`config.mk`:
```
export PLATFORM = sky130hd
export DESIGN_NAME = instr_mem_sync
export DESIGN_NICKNAME = d
export VERILOG_FILES = /design/src/rtl/instr_mem_sync.sv
export SDC_FILE = /design/constraint.sdc
export NUM_CORES = 1
export LEC_CHECK = 0
export CORE_UTILIZATION = 43
export CTS_CLUSTER_SIZE = 40
export DETAILED_ROUTE_END_ITERATION = 7
export PLACE_DENSITY_LB_ADDON = 0.2
export SYNTH_ARGS = -nofsm -noshare
export SYNTH_HDL_FRONTEND = slang
export SYNTH_SLANG_ARGS = --single-unit
```
`constraint.sdc`:
```
create_clock -name clk -period 2.99 [get_ports clk]
set_clock_uncertainty 0.2 [all_clocks]
set_input_delay 0.299 -clock clk [delete_from_list [all_inputs] [get_ports clk]]
set_output_delay 0.299 -clock clk [all_outputs]
set_load 0.01 [all_outputs]
```
`src/rtl/instr_mem_sync.sv`:
```
// Synchronous, loadable instruction memory for the fetch stage.
// After reset an INIT sweep writes NOP_WORD to every word. Then the RUN state
// serves fetches (flush > stall > fetch_en) and program-load writes.
module instr_mem_sync #(
    parameter int unsigned           ADDR_W   = 6,
    parameter int unsigned           DATA_W   = 16,
    parameter int unsigned           DEPTH    = 64,
    parameter logic [DATA_W-1:0]     NOP_WORD = DATA_W'(0)
) (
    input  logic              clk,
    input  logic              rst,
    input  logic              fetch_en,
    input  logic [ADDR_W-1:0] fetch_addr,
    input  logic              stall,
    input  logic              flush,
    input  logic              ld_we,
    input  logic [ADDR_W-1:0] ld_addr,
    input  logic [DATA_W-1:0] ld_data,
    output logic [DATA_W-1:0] instr,
    output logic              instr_valid,
    output logic              ready,
    output logic              ld_err
);

    localparam int unsigned LAST_IDX = DEPTH - 1;

    typedef enum logic {
        ST_INIT = 1'b0,
        ST_RUN  = 1'b1
    } state_t;

    state_t            state;
    state_t            state_nxt;
    logic [ADDR_W-1:0] clr_cnt;
    logic [ADDR_W-1:0] clr_cnt_nxt;

    logic [DATA_W-1:0] mem [DEPTH];

    logic              fetch_in_range;
    logic              ld_in_range;
    logic [DATA_W-1:0] rd_word;

    logic [DATA_W-1:0] instr_nxt;
    logic              instr_valid_nxt;
    logic              ready_nxt;
    logic              ld_err_nxt;

    logic              mem_we;
    logic [ADDR_W-1:0] mem_waddr;
    logic [DATA_W-1:0] mem_wdata;

    // Unsigned, zero-extended range checks: out-of-range addresses never alias.
    always_comb begin
        fetch_in_range = (32'(fetch_addr) < DEPTH);
        ld_in_range    = (32'(ld_addr) < DEPTH);
        rd_word        = fetch_in_range ? mem[fetch_addr] : NOP_WORD;
    end

    // State register and registered outputs; rst forces the INIT condition at once.
    always_ff @(posedge clk or posedge rst) begin
        if (rst) begin
            state       <= ST_INIT;
            clr_cnt     <= '0;
            instr       <= NOP_WORD;
            instr_valid <= 1'b0;
            ready       <= 1'b0;
            ld_err      <= 1'b0;
        end else begin
            state       <= state_nxt;
            clr_cnt     <= clr_cnt_nxt;
            instr       <= instr_nxt;
            instr_valid <= instr_valid_nxt;
            ready       <= ready_nxt;
            ld_err      <= ld_err_nxt;
        end
    end

    // Next-state logic: the sweep counter walks every word once, then RUN is terminal.
    always_comb begin
        state_nxt   = state;
        clr_cnt_nxt = clr_cnt;
        case (state)
            ST_INIT: begin
                if (clr_cnt == ADDR_W'(LAST_IDX)) begin
                    state_nxt = ST_RUN;
                end else begin
                    clr_cnt_nxt = clr_cnt + ADDR_W'(1);
                end
            end
            ST_RUN: begin
                state_nxt = ST_RUN;
            end
            default: begin
                state_nxt = ST_INIT;
            end
        endcase
    end

    // Output logic: fetch priority, load acceptance/rejection and memory write port.
    always_comb begin
        instr_nxt       = instr;
        instr_valid_nxt = instr_valid;
        ready_nxt       = (state_nxt == ST_RUN);
        ld_err_nxt      = 1'b0;
        mem_we          = 1'b0;
        mem_waddr       = ld_addr;
        mem_wdata       = ld_data;
        case (state)
            ST_INIT: begin
                instr_valid_nxt = 1'b0;
                ld_err_nxt      = ld_we;
                mem_we          = 1'b1;
                mem_waddr       = clr_cnt;
                mem_wdata       = NOP_WORD;
            end
            ST_RUN: begin
                if (flush) begin
                    instr_nxt       = NOP_WORD;
                    instr_valid_nxt = 1'b0;
                end else if (!stall) begin
                    if (fetch_en) begin
                        instr_nxt       = rd_word;
                        instr_valid_nxt = 1'b1;
                    end else begin
                        instr_valid_nxt = 1'b0;
                    end
                end
                ld_err_nxt = ld_we && !ld_in_range;
                mem_we     = ld_we && ld_in_range;
            end
            default: begin
                instr_valid_nxt = 1'b0;
            end
        endcase
    end

    // Storage array: not reset, the INIT sweep rewrites it; reads are read-first.
    always_ff @(posedge clk) begin
        if (mem_we) begin
            mem[mem_waddr] <= mem_wdata;
        end
    end

endmodule

```
==> results.toml <==
[global_route]
grt_usage_pct = 22.3
grt_pass1_wl_mm = 150
grt_remaining_overflow = 0
grt_pass1_vias = 20600
grt_max_degree = 65
antenna_found_initial = 1

[sta]
fmax_mhz = 363
slew-limit-headroom_pct = 51.5
slew_viol_final = 0
setup_slack_ps = 235
finalSetupViolations = 0
whs_ps = 122
rsz0062_at_grt = "false"
finalHoldViolations = 0
min_period_over_period_pct = 92.1
layout_min_cycle_time_ps = 2760
max_slew.worst_pin.slew_ps = 724

[floorplanning]
start_util_pct = 43.5
die_w_um = 310
core_area_um2 = 93500
die_y_um = 310
core.rowCount = 112
io_pins = 53
dieArea_um2 = 95900

[detailed_routing]
wl_met1_mm = 44.8
vias = 20200
wire_per_inst_um = 29.7
wl_met3_mm = 7.52
routed.top_layer = "met4"
routed-wl-met2_mm = 49.0
drc = 0
postRouteAntennaNets = 0
vias_per_cell = 5.77
dr.pass1.iters = 5
wl_mm = 104
detail_route.iter0.violations = 2451

[clocking]
htree_levels = 3
clk_path_buf_depth = 3
cts_hold_buf = 2
cts_root_buf = "clkbuf_16"
cts.repair.resized = 0
cts_made_buffers = 106
clkLatencyLatePin_ps = 700
cts_sinks = 1049
cts_tree = "done"
clkSlewWorstSetupHoldPaths_ps = 70
cts_setup_buffers = 0

[pwr]
internal_power_mw = 23.8
seq_power_share_pct = 53.2
powerDensity_nw_per_um2 = 620
p_leak_nw = 13.3
clockPowerShare_pct = 44.2
pwr-share-comb_pct = 2.6
p_switching_mw = 6.03
peakVddDrop_v = 0.000432
switching_share_pct = 20.2

[synthesis]
ys_ff_latch = 1049
synth_cell_types = 50
ys_warn_count = 0
syn_area_per_cell_um2 = 21.8
synth_fp_nets = 1899
syn_inst = 1864
yosysSeqAreaShare_pct = 77.1
synth_edf_count = 1024
synthArstFlopShare_pct = 2.38
ys.flop_type = "edfxtp_1"
netlist_area_um2 = 40700

[place]
port_buffers = 52
place_ws_ps = -103
hpwl_mm = 64.9
gp_routability_congestion = 0.860

[hold_path]
hp-class = "input pin to register"

[critical_path]
cp_data_required_time_ps = 3150
path_max_fanout = 29
setup.worst_path.class = "register to register"
start_kind = "register"
crit_arrival_ps = 2920
worst_setup_path_end_kind = "register"

[final_layout]
finalNetCount = 2183
num_antenna_cells = 0
drive_gt1_share_pct = 28.8
area_delta_synth_final_pct = 18.3

[outcome]
status = "finished, final reports clean"

[job]
max-cap-violations = 0
## cell usage in the layout (no fill, tap or decap), drive strengths merged, types with 30 or more instances in the layout
master         Yosys  final
edfxtp          1024   1024
mux4             252    252
buf               68    222
clkbuf            28    140
mux2i            111    111
nand2             78     78
nor2              77     77
clkdlybuf4s50      0     48
clkinv             2     42
o21ai             30     30
## power groups by stage
stage               combinational, mW  sequential, mW  clock (mW)
finish                          0.770            15.9        13.2
global route                    0.809            15.9        14.0
CTS                             0.778            15.9        13.4
detailed placement              0.775            16.2           0
global placement                0.773            16.2           0
floorplan                       0.455            16.2           0
## flip-flops by register name (all words and copies together) (netlist names)
signal	flops
instr	16
instr_valid	1
clr_cnt	6
state	1
ld_err	1
mem	1024
## layout make-up
type                       instances  area [µm²]
clock inverter                    59         629
tap                             1254        1570
timing repair buffer             272        2970
sequential                      1049       31400
inverter                           9        36.3
fill                            7330       45300
multi-input combinational        710        8720
clock buffer                     140        2850
## per-stage QoR
stage                     instances  cell area [µm²]  utilization (%)  power (mW)  setup TNS (ps)
after floorplan                1864            40700                -        16.7               0
after global placement         3292            44600             47.8        17.0            -123
after detailed placement       3292            44600             47.8        17.0            -105
after CTS                      3493            48100             51.5        30.1               0
after global routing           3493            48100             51.5        30.7               0
final                          3493            48100             51.5        29.9               0
## cells in the mapped netlist, types with 9 or more instances
library cell	number	area share, %
mux2i_1	111	2.7
a221oi_1	23	0.49
buf_1	9	0.083
a22oi_1	16	0.30
buf_4	12	0.22
o21ai_0	15	0.18
o211ai_1	9	0.17
nand2_1	78	0.72
nand3_1	13	0.16
o21ai_1	15	0.18
nor2_1	77	0.71
buf_2	30	0.37
and2_1	17	0.26
buf_6	14	0.39
a21oi_1	13	0.16
mux4_2	251	14
dfrtp_1	25	1.5
edfxtp_1	1024	76
clkbuf_1	28	0.26
## routing by layer
metal	vias to the layer above	track usage [%]
li1	8398	-
met1	10800	32.1
met2	780	34.9
met3	143	3.90
met4	0	6.50
met5	-	0
## final timing paths
check	from	end	slack (ps)	cells after the start
worst max-delay path	state	mem[21][6]	230	6
worst min-delay path	ld_we	ld_err	120	2
worst max register to register	state	mem[21][6]	230	6
worst min register to register	clr_cnt[0]	clr_cnt[0]	320	1
max in group asynchronous	rst	clr_cnt[0]	1850	4
min in group asynchronous	rst	instr[12]	370	4
## worst max-delay path, stage by stage (launching register included)
cell and delay, ps:
dfrtp_1 480, buf_4 260, nor3b_1 320, a21o_1 140, nand2_1 400, nor2_1 380, buf_12 210
## cell families after synthesis
logic type / Yosys count / share of synthesized area, %
buffers and inverters: 105 / 1.54
XOR/XNOR: 1 / 0.0215
multiplexers: 366 / 16.8
flip-flops: 1049 / 77.1
AND/OR/NAND/NOR: 217 / 2.33
adder cells (fa/ha/maj): 1 / 0.0307
AO/OA/AOI/OAI: 125 / 2.22
Power figures use the tool's default switching activity.
